File: config.mk
export PLATFORM = sky130hd
export DESIGN_NAME = ar_tag_allocator
export DESIGN_NICKNAME = d
export VERILOG_FILES = /design/src/rtl/rob_pkg.sv /design/src/rtl/tag_free_pool.sv /design/src/rtl/ar_tag_allocator.sv
export SDC_FILE = /design/constraint.sdc
export NUM_CORES = 1
export LEC_CHECK = 0
export ABC_CLOCK_PERIOD_IN_PS = 3300
export CAP_MARGIN = 0
export CORE_AREA = 2 2 154 217
export CTS_CLUSTER_SIZE = 12
export DETAILED_ROUTE_END_ITERATION = 16
export DIE_AREA = 0 0 156 219
export HOLD_SLACK_MARGIN = 0.08
export PLACE_DENSITY_LB_ADDON = 0.3
export SETUP_SLACK_MARGIN = 0.1
export SKIP_CTS_REPAIR_TIMING = 1
export SYNTH_ARGS = -nofsm -noshare
export SYNTH_HDL_FRONTEND = slang
export SYNTH_SLANG_ARGS = --single-unit
File: constraint.sdc
create_clock -name clk -period 3.3 [get_ports clk]
set_clock_uncertainty 0.1 [all_clocks]
set_input_delay 0.495 -clock clk [delete_from_list [all_inputs] [get_ports clk]]
set_output_delay 0.495 -clock clk [all_outputs]
set_load 0.02 [all_outputs]
File: src/rtl/rob_pkg.sv
// rtl/rob_pkg.sv - shared types and default widths for the AR tag allocator.
package rob_pkg;

  localparam int DEF_ID_WIDTH   = 4;
  localparam int DEF_ADDR_WIDTH = 32;
  localparam int DEF_LEN_WIDTH  = 8;
  localparam int DEF_TAG_WIDTH  = 4;
  localparam int NUM_TAGS       = 2 ** DEF_TAG_WIDTH;

  typedef struct packed {
    logic [DEF_ID_WIDTH-1:0]   id;
    logic [DEF_ADDR_WIDTH-1:0] addr;
    logic [DEF_LEN_WIDTH-1:0]  len;
  } ar_req_t;

  typedef struct packed {
    logic [DEF_ID_WIDTH-1:0]  id;
    logic [DEF_LEN_WIDTH-1:0] len;
  } tag_entry_t;

endpackage

File: src/rtl/tag_free_pool.sv
// rtl/tag_free_pool.sv - busy vector, lowest-free-tag encoder, release checking and in-use count.
module tag_free_pool
  import rob_pkg::*;
#(
  parameter int TAG_WIDTH = DEF_TAG_WIDTH
) (
  input  logic                 clk,
  input  logic                 rst,
  input  logic                 i_alloc,
  input  logic                 i_rel_valid,
  input  logic [TAG_WIDTH-1:0] i_rel_tag,
  output logic                 o_tag_avail,
  output logic [TAG_WIDTH-1:0] o_free_tag,
  output logic [TAG_WIDTH:0]   o_busy_cnt,
  output logic                 o_err_rel
);

  localparam int NTAGS = 2 ** TAG_WIDTH;

  logic [NTAGS-1:0]     r_busy;
  logic [TAG_WIDTH:0]   r_busy_cnt;
  logic                 r_err_rel;
  logic [TAG_WIDTH-1:0] w_free_tag;
  logic                 w_rel_ok;

  // Scan downward so the last hit, and thus the winner, is the lowest free index.
  always_comb begin
    w_free_tag = '0;
    for (int i = NTAGS - 1; i >= 0; i--) begin
      if (!r_busy[i]) w_free_tag = TAG_WIDTH'(i);
    end
  end

  assign w_rel_ok = i_rel_valid & r_busy[i_rel_tag];

  always_ff @(posedge clk or posedge rst) begin
    if (rst) begin
      r_busy     <= '0;
      r_busy_cnt <= '0;
      r_err_rel  <= 1'b0;
    end else begin
      if (w_rel_ok) r_busy[i_rel_tag] <= 1'b0;
      if (i_alloc)  r_busy[w_free_tag] <= 1'b1;
      r_busy_cnt <= r_busy_cnt + (TAG_WIDTH+1)'(i_alloc) - (TAG_WIDTH+1)'(w_rel_ok);
      if (i_rel_valid && !r_busy[i_rel_tag]) r_err_rel <= 1'b1;
    end
  end

  assign o_tag_avail = ~&r_busy;
  assign o_free_tag  = w_free_tag;
  assign o_busy_cnt  = r_busy_cnt;
  assign o_err_rel   = r_err_rel;

endmodule

File: src/rtl/ar_tag_allocator.sv
// rtl/ar_tag_allocator.sv - buffers AR requests, renames their IDs to free ROB tags, records ID/LEN per tag.
module ar_tag_allocator
  import rob_pkg::*;
#(
  parameter int ID_WIDTH   = DEF_ID_WIDTH,
  parameter int ADDR_WIDTH = DEF_ADDR_WIDTH,
  parameter int LEN_WIDTH  = DEF_LEN_WIDTH,
  parameter int TAG_WIDTH  = DEF_TAG_WIDTH,
  parameter int DEPTH      = 4
) (
  input  logic                  clk,
  input  logic                  rst,
  input  logic                  ar_in_valid,
  output logic                  ar_in_ready,
  input  logic [ID_WIDTH-1:0]   ar_in_id,
  input  logic [ADDR_WIDTH-1:0] ar_in_addr,
  input  logic [LEN_WIDTH-1:0]  ar_in_len,
  output logic                  ar_out_valid,
  input  logic                  ar_out_ready,
  output logic [TAG_WIDTH-1:0]  ar_out_id,
  output logic [ADDR_WIDTH-1:0] ar_out_addr,
  output logic [LEN_WIDTH-1:0]  ar_out_len,
  output logic                  alloc_valid,
  output logic [TAG_WIDTH-1:0]  alloc_tag,
  output logic [ID_WIDTH-1:0]   alloc_id,
  input  logic                  rel_valid,
  input  logic [TAG_WIDTH-1:0]  rel_tag,
  input  logic [TAG_WIDTH-1:0]  lk_tag,
  output logic [ID_WIDTH-1:0]   lk_id,
  output logic [LEN_WIDTH-1:0]  lk_len,
  output logic [TAG_WIDTH:0]    busy_cnt,
  output logic                  err_rel
);

  localparam int NTAGS = 2 ** TAG_WIDTH;
  localparam int PW    = $clog2(DEPTH);
  localparam int CW    = $clog2(DEPTH + 1);

  ar_req_t              r_fifo [DEPTH];
  logic [PW-1:0]        r_wr_ptr, r_rd_ptr;
  logic [CW-1:0]        r_count;
  tag_entry_t           r_table [NTAGS];
  logic                 r_out_valid;
  logic [TAG_WIDTH-1:0] r_out_tag;
  logic [ADDR_WIDTH-1:0] r_out_addr;
  logic [LEN_WIDTH-1:0] r_out_len;
  logic                 r_alloc_valid;
  logic [TAG_WIDTH-1:0] r_alloc_tag;
  logic [ID_WIDTH-1:0]  r_alloc_id;

  ar_req_t              w_head;
  logic                 w_push, w_load, w_full, w_tag_avail;
  logic [TAG_WIDTH-1:0] w_free_tag;

  assign w_head      = r_fifo[r_rd_ptr];
  assign w_full      = (r_count == CW'(DEPTH));
  assign ar_in_ready = ~w_full;
  assign w_push      = ar_in_valid & ~w_full;
  assign w_load      = (r_count != '0) & w_tag_avail & (~r_out_valid | ar_out_ready);

  tag_free_pool #(.TAG_WIDTH(TAG_WIDTH)) u_pool (
    .clk         (clk),
    .rst         (rst),
    .i_alloc     (w_load),
    .i_rel_valid (rel_valid),
    .i_rel_tag   (rel_tag),
    .o_tag_avail (w_tag_avail),
    .o_free_tag  (w_free_tag),
    .o_busy_cnt  (busy_cnt),
    .o_err_rel   (err_rel)
  );

  always_ff @(posedge clk or posedge rst) begin
    if (rst) begin
      r_wr_ptr <= '0;
      r_rd_ptr <= '0;
      r_count  <= '0;
    end else begin
      if (w_push) r_wr_ptr <= (r_wr_ptr == PW'(DEPTH - 1)) ? '0 : r_wr_ptr + 1'b1;
      if (w_load) r_rd_ptr <= (r_rd_ptr == PW'(DEPTH - 1)) ? '0 : r_rd_ptr + 1'b1;
      r_count <= r_count + CW'(w_push) - CW'(w_load);
    end
  end

  // Payload storage carries no reset; validity lives in the pointers and busy bits.
  always_ff @(posedge clk) begin
    if (w_push) r_fifo[r_wr_ptr] <= '{id: ar_in_id, addr: ar_in_addr, len: ar_in_len};
    if (w_load) r_table[w_free_tag] <= '{id: w_head.id, len: w_head.len};
  end

  always_ff @(posedge clk or posedge rst) begin
    if (rst) begin
      r_out_valid   <= 1'b0;
      r_out_tag     <= '0;
      r_out_addr    <= '0;
      r_out_len     <= '0;
      r_alloc_valid <= 1'b0;
      r_alloc_tag   <= '0;
      r_alloc_id    <= '0;
    end else begin
      r_alloc_valid <= w_load;
      if (w_load) begin
        r_out_valid <= 1'b1;
        r_out_tag   <= w_free_tag;
        r_out_addr  <= w_head.addr;
        r_out_len   <= w_head.len;
        r_alloc_tag <= w_free_tag;
        r_alloc_id  <= w_head.id;
      end else if (ar_out_ready) begin
        r_out_valid <= 1'b0;
      end
    end
  end

  assign ar_out_valid = r_out_valid;
  assign ar_out_id    = r_out_tag;
  assign ar_out_addr  = r_out_addr;
  assign ar_out_len   = r_out_len;
  assign alloc_valid  = r_alloc_valid;
  assign alloc_tag    = r_alloc_tag;
  assign alloc_id     = r_alloc_id;
  assign lk_id        = r_table[lk_tag].id;
  assign lk_len       = r_table[lk_tag].len;

endmodule

# After elaboration in Yosys (flattened, before gate mapping)
# Memory sizes are Yosys's and may differ from the RTL's.
# Index checks and enable logic that the tools add are counted.
[word_totals] wordCells=77 memories=2 reg_bits=79 mem_bits_rw=368 out_inout_bits=73 inputBits=57
[classes] add_sub_neg=6 magnitude_cmp=4 n_eq_ne=3 mux=32 n_reduce_logical=8 n_bitwise=10
[memory_table] name="r_table" depth=16 width=12 read_ports=1 rd_clocked_by_memory_dff=0 write_ports=1 line_no="ar_tag_allocator.sv:42" rtl="tag_entry_t r_table [NTAGS];"
[memory_table] name="r_fifo" depth=4 width=44 read_ports=1 rd_clocked_by_memory_dff=0 write_ports=1 line_no="ar_tag_allocator.sv:39" rtl="ar_req_t r_fifo [DEPTH];"
[op_table] operator="two-way mux 4 bit" n=16
[op_table] operator="two-way mux 16 bit" n=2
[op_table] operator="AND 16 bit" n=1
[op_table] operator="NOT 16 bit" n=1
[op_table] operator="bitwise OR 16 bit" n=1
[op_table] operator="AND reduction 16 bit" n=1
[op_table] operator="< comparator 4 x 5 -> 1 bit, second input constant" n=2
[op_table] operator="two-way mux 1 bit" n=9
[op_table] operator="demux 1 bit (select 4 bit)" n=2
[op_table] operator="greater-or-equal comparator 4 x 1 -> 1 bit, second input constant" n=2
[op_table] operator="adder 5 x 1 -> 5 bit" n=1
[op_table] operator="subtractor 5 x 1 -> 5 bit" n=1
[op_table] operator="adder 2 x 1 -> 2 bit, second input constant" n=2
[op_table] operator="AND 1 bit" n=4
[op_table] operator="binary-select mux 1 bit (select 4 bit)" n=1
[op_table] operator="equality test 2 bit, second input constant" n=2
[op_table] operator="two-way mux 2 bit" n=2
[op_table] operator="adder 3 x 1 -> 3 bit" n=1
[op_table] operator="equality test 3 bit, second input constant" n=1
[op_table] operator="logical AND 1 bit" n=3
[op_table] operator="nonzero test 3 bit" n=1
[op_table] operator="subtractor 3 x 1 -> 3 bit" n=1
[op_table] operator="zero test 1 bit" n=2
[op_table] operator="NOT 1 bit" n=2
[op_table] operator="other kinds (2)" n=2

# Depth between registers and ports, before layout
[logic_depth] word_depth=22 mapped_depth=16 ltp_nobuf=14

# Hierarchy
# Synthesis repeated with hierarchy kept, for this count alone.
[unflattened] hier_cells=852 area_unflattened_um2=17535.6
[modules_own_cells] module="ar_tag_allocator" area_each_um2=16086.7 cells_each=697 seq_area_each_um2=12477.0 instances=1
[modules_own_cells] module="tag_free_pool" area_each_um2=1448.9 cells_each=155 seq_area_each_um2=550.5 instances=1

# Worst setup path before layout
# OpenSTA, ideal clock, no wires.
[synth_timing] kind="input port to flip-flop" startpoint="input rel_tag[2]" endpoint="register u_pool.r_busy_cnt[4], in the netlist u_pool.o_busy_cnt[4]" setup_ns=0.125 n_path_buf=1 path_stages=15 arrival_ns=2.934 setup_slack_ns=0.141 required_time_ns=3.075 cell_sequence="buf_2 -> mux4_2 -> nor2b_1 -> a211oi_1 -> a21oi_1 -> and2_1 -> ha_1 -> inv_1 -> ha_1 -> inv_1 -> fa_1 -> inv_1 -> a21o_1 -> a21oi_1 -> xnor2_1"
[synth_between] elab_chain_cells=4
[synth_rtl] element="from (decl)" line_no="ar_tag_allocator.sv:27" rtl="input logic [TAG_WIDTH-1:0] rel_tag,"
[synth_rtl] element="binary-select mux 1 bit (select 4 bit)" line_no="tag_free_pool.sv:34" rtl="assign w_rel_ok = i_rel_valid & r_busy[i_rel_tag];"
[synth_rtl] element="two-way mux 1 bit (not written as such)" line_no="tag_free_pool.sv:34"
[synth_rtl] element="AND 1 bit" line_no="tag_free_pool.sv:34"
[synth_rtl] element="subtractor 5 x 1 -> 5 bit" line_no="tag_free_pool.sv:44" rtl="r_busy_cnt <= r_busy_cnt + (TAG_WIDTH+1)'(i_alloc) - (TAG_WIDTH+1)'(w_rel_ok);"
[synth_rtl] element="to (signal assigned)" line_no="tag_free_pool.sv:44"
[synth_rtl] element="to (decl)" line_no="tag_free_pool.sv:21" rtl="logic [TAG_WIDTH:0] r_busy_cnt;"
# No other way between the ends. The select of a mux whose other input is x is not followed.
# A chain may end at the register's enable or synchronous reset.

# Worst setup path in the final report
[layout_timing] startpoint="input lk_tag[0]" endpoint="output lk_id[3]"
[layout_between] elab_chain_cells=1
[layout_rtl] element="from (decl)" line_no="ar_tag_allocator.sv:28" rtl="input logic [TAG_WIDTH-1:0] lk_tag,"
[layout_rtl] element="memory read (16 x 12 bit)"
[layout_rtl] element="to (decl)" line_no="ar_tag_allocator.sv:29" rtl="output logic [ID_WIDTH-1:0] lk_id,"
# No other way between the ends.

==> results.sh <==
export IMPL_ctsRootBufferMaster="sky130_fd_sc_hd__clkbuf_16"
export IMPL_antenna_found_initial=1
export IMPL_route_detailed_wl_per_inst_um=23.8
export IMPL_critical_path_top_cell_by_count="sky130_fd_sc_hd__mux4_2"
export IMPL_report_final_setup_viol=0
export IMPL_finalHoldWorstSlack_ps=262
export IMPL_total_leakage_power_nw=7.20
export IMPL_hpwlAfterDp_um=20600
export IMPL_fill_cells=2114
export IMPL_via_count_of_the_first_global_routing_pass=9113
export IMPL_critical_path_class="primary input to output pin"
export IMPL_crit_chain="buf_2, buf_12, mux4_2, mux4_2, clkdlybuf4s50_1"
export IMPL_largest_net_degree_at_the_start_of_global_routing=53
export IMPL_final_max_slew_violation_count=0
export IMPL_clock_path_buffers=3
export IMPL_synth_flop_cell="sky130_fd_sc_hd__edfxtp_1"
export IMPL_mappedNetlistNets=899
export IMPL_globalRouteTotalUtil_pct=20.9
export IMPL_detail_route_drc_violations=0
export IMPL_antennaDiodeCount=0
export IMPL_crit_path_end="lk_id[3]"
export IMPL_avg_inst_size_synth_sq_um=21.2
export IMPL_postSynthRegisterBits=447
export IMPL_worst_skew_pair_latency_ps=530
export IMPL_routed_via_density=5.92
export IMPL_critical_path_reg2reg_startpoint="u_pool.r_busy[12]"
export IMPL_report_final_hold_viol_count=0
export IMPL_cts_htree_levels=2
export IMPL_final_design_area_no_fill_sq_um=20900
export IMPL_place_port_buffers=129
export IMPL_post_dp_cell_area_sq_um=19600
export IMPL_die_w_um=156
export IMPL_globalRouteOverflowTotal=0
export IMPL_critPathMaxStageDelay_ps=560
export IMPL_yosys_warn_count=0
export IMPL_powerDensity_nw_per_um2=888
export IMPL_critPathArrivalTime_ps=2510
export IMPL_endpoint_type_of_the_worst_setup_path="output pin"
export IMPL_finish_net_count=1079
export IMPL_globalplace_congestion=0.867
export IMPL_clkSinkCount=447
export IMPL_cap_violations=0
export IMPL_detailedRoute_firstPassIterationCount=5
export IMPL_grt_pass1_wl_um=53000
export IMPL_area_growth_syn_to_layout_pct=19.0
export IMPL_hold_path_class="primary input to asynchronous set/reset pin"
export IMPL_design_die_area_sq_um=34200
export IMPL_post_synth_edffs=368
export IMPL_final_worst_path_cycle_share_pct=94.2
export IMPL_cp_slowest_cell="sky130_fd_sc_hd__clkdlybuf4s50_1"
export IMPL_timing_final_crit_period_ps=3110
export IMPL_start_util_pct=54.6
export IMPL_routed_via_count=8493
export IMPL_die_y_um=219
export IMPL_rsz0062_at_grt="no"
export IMPL_max_ir_drop_vdd_mv=0.643
export IMPL_worstPathRequired_ps=2700
export IMPL_std_cell_rows=78
export IMPL_layout_cells_most_common_list="sky130_fd_sc_hd__edfxtp_1 (368), sky130_fd_sc_hd__clkdlybuf4s50_1 (126), sky130_fd_sc_hd__mux4_2 (108)"
export IMPL_final_common_cell="sky130_fd_sc_hd__edfxtp_1"
export IMPL_status="finished clean"
export IMPL_worst_setup_path_start_kind="primary input"
export IMPL_postSynth_asyncResetShare_pct=17.7
export IMPL_yosys_cell_types_count=51
export IMPL_cts_made_buffers=43
export IMPL_max_freq_ghz=0.322
export IMPL_layout_drive_gt1_share_pct=26.1
export IMPL_worst_slew_pin_slew_ps=830
export IMPL_antenna_violating_nets_post_route=0
export IMPL_placeableCoreArea_sq_um=32100
export IMPL_wl_um=34200
export IMPL_ys_seq_area_share_pct=74.3
export IMPL_timing_max_slew_rel_slack_pct=44.3
export IMPL_cp_max_fo=16
export IMPL_setup_tns_final_ps=0
export IMPL_syn_inst=828
export IMPL_finish_utilization_pct=65.0
export IMPL_violation_count_after_the_first_detailed_route_iteration=595
export IMPL_ios=130
export IMPL_critical_path_reg2reg_endpoint="u_pool.o_busy_cnt[4]"
export IMPL_worst_r2r_path_depth=14
export IMPL_clkSlewWorstSetupHoldPaths_ps=60
export IMPL_setup_worst_path_start="lk_tag[0]"
export IMPL_rrSetupSlack_ps=210
export IMPL_synth_area_sq_um=17500
export IMPL_cts_tree="yes"
==> power breakdown <==
part | switching (mW) | internal (mW) | leakage (nW) | total, mW
Clock | 1.89 | 2.47 | 0.585 | 4.36
Sequential | 0.727 | 7.86 | 4.27 | 8.58
Combinational | 2.90 | 2.68 | 2.34 | 5.58
Total | 5.52 | 13.0 | 7.20 | 18.5
==> routing by layer <==
| metal | vias up | global-route usage, % | routed length, um |
|---|---|---|---|
| li1 | 3716 | - | - |
| met1 | 4434 | 25.9 | 13100 |
| met2 | 281 | 37.7 | 18300 |
| met3 | 60 | 4.13 | 1960 |
| met4 | 2 | 5.87 | 783 |
| met5 | - | 0 | 11 |
==> how the worst min path moves through the flow <==
| stage | endpoint | cells past startpoint |
|---|---|---|
| floorplan | r_count[0] | 1 |
| global placement | u_pool.o_err_rel | 1 |
| detailed placement | u_pool.o_err_rel | 1 |
| CTS | ar_out_addr[5] | 2 |
| global route | ar_out_addr[3] | 2 |
| finish | ar_out_addr[3] | 2 |
==> logic make-up (layout without fill, tap and decap cells) <==
logic type | after synthesis | count (layout) | share of synthesized area [%]
simple gates | 79 | 79 | 2.42
buf+inv | 61 | 268 | 1.79
flops | 447 | 447 | 74.3
fa+ha+maj | 14 | 14 | 1.09
mux | 155 | 155 | 17.8
xor+xnor | 6 | 6 | 0.300
compound gates | 66 | 66 | 2.26
==> worst max-delay path, delay by kind of cell <==
kind	cells	cell delay [ps]
multiplexers	2	1050
buffers and inverters	3	940
==> synthesized netlist by cell type, types with 3 or more instances <==
library cell                 n  area, sq um
sky130_fd_sc_hd__mux4_2    108         2430
sky130_fd_sc_hd__nand2b_1    4         25.0
sky130_fd_sc_hd__inv_2       4         15.0
sky130_fd_sc_hd__nor2_1     16         60.1
sky130_fd_sc_hd__mux2_1      3         33.8
sky130_fd_sc_hd__ha_1       12          150
sky130_fd_sc_hd__buf_1       4         15.0
sky130_fd_sc_hd__o21ai_0    17         85.1
sky130_fd_sc_hd__mux2_4     43          646
sky130_fd_sc_hd__inv_1      17         63.8
sky130_fd_sc_hd__dfrtp_1    79         1980
sky130_fd_sc_hd__clkbuf_1   12         45.0
sky130_fd_sc_hd__nand3_1     4         20.0
sky130_fd_sc_hd__a21o_1      4         30.0
sky130_fd_sc_hd__edfxtp_1  368        11100
sky130_fd_sc_hd__buf_4       7         52.6
sky130_fd_sc_hd__nand3b_1    3         22.5
sky130_fd_sc_hd__or3_1       3         18.8
sky130_fd_sc_hd__and2_1      4         25.0
sky130_fd_sc_hd__o21ai_1    20          100
sky130_fd_sc_hd__nand2_1    18         67.6
sky130_fd_sc_hd__and3_1      6         37.5
sky130_fd_sc_hd__a21oi_1    10         50.1
sky130_fd_sc_hd__xnor2_1     6         52.6
sky130_fd_sc_hd__buf_6       6         67.6
sky130_fd_sc_hd__nor3_1     10         50.1
sky130_fd_sc_hd__buf_2      11         55.1
==> area by class of cell <==
| type | count | area, sq um | share of cell area [%] |
|---|---|---|---|
| inverters | 21 | 80.1 | 0.384 |
| flip-flops and latches | 447 | 13000 | 62.5 |
| clock inverters | 3 | 28.8 | 0.138 |
| well taps | 400 | 500 | 2.40 |
| multi-input cells | 320 | 4230 | 20.3 |
| repair buffers | 175 | 1790 | 8.59 |
| clock buffers | 69 | 1190 | 5.73 |
==> metrics by stage <==
step           setup WS (ps)  power [mW]  instances
2_1_floorplan            141        12.1        828
3_3_place_gp            -349        14.1       1362
3_5_place_dp            -405        14.3       1362
4_1_cts                  139        18.7       1434
5_1_grt                  104        19.4       1435
6_report                 193        18.5       1435
==> sequential cells by signal, indices dropped and copies added (netlist names) <==
name / count
alloc_id: 4
alloc_tag: 4
alloc_valid: 1
ar_out_addr: 32
ar_out_len: 8
ar_out_valid: 1
r_count: 3
r_fifo: 176
r_rd_ptr: 2
r_table: 192
r_wr_ptr: 2
u_pool.o_busy_cnt: 5
u_pool.o_err_rel: 1
u_pool.r_busy: 16
(Power assumes the default switching activity.)
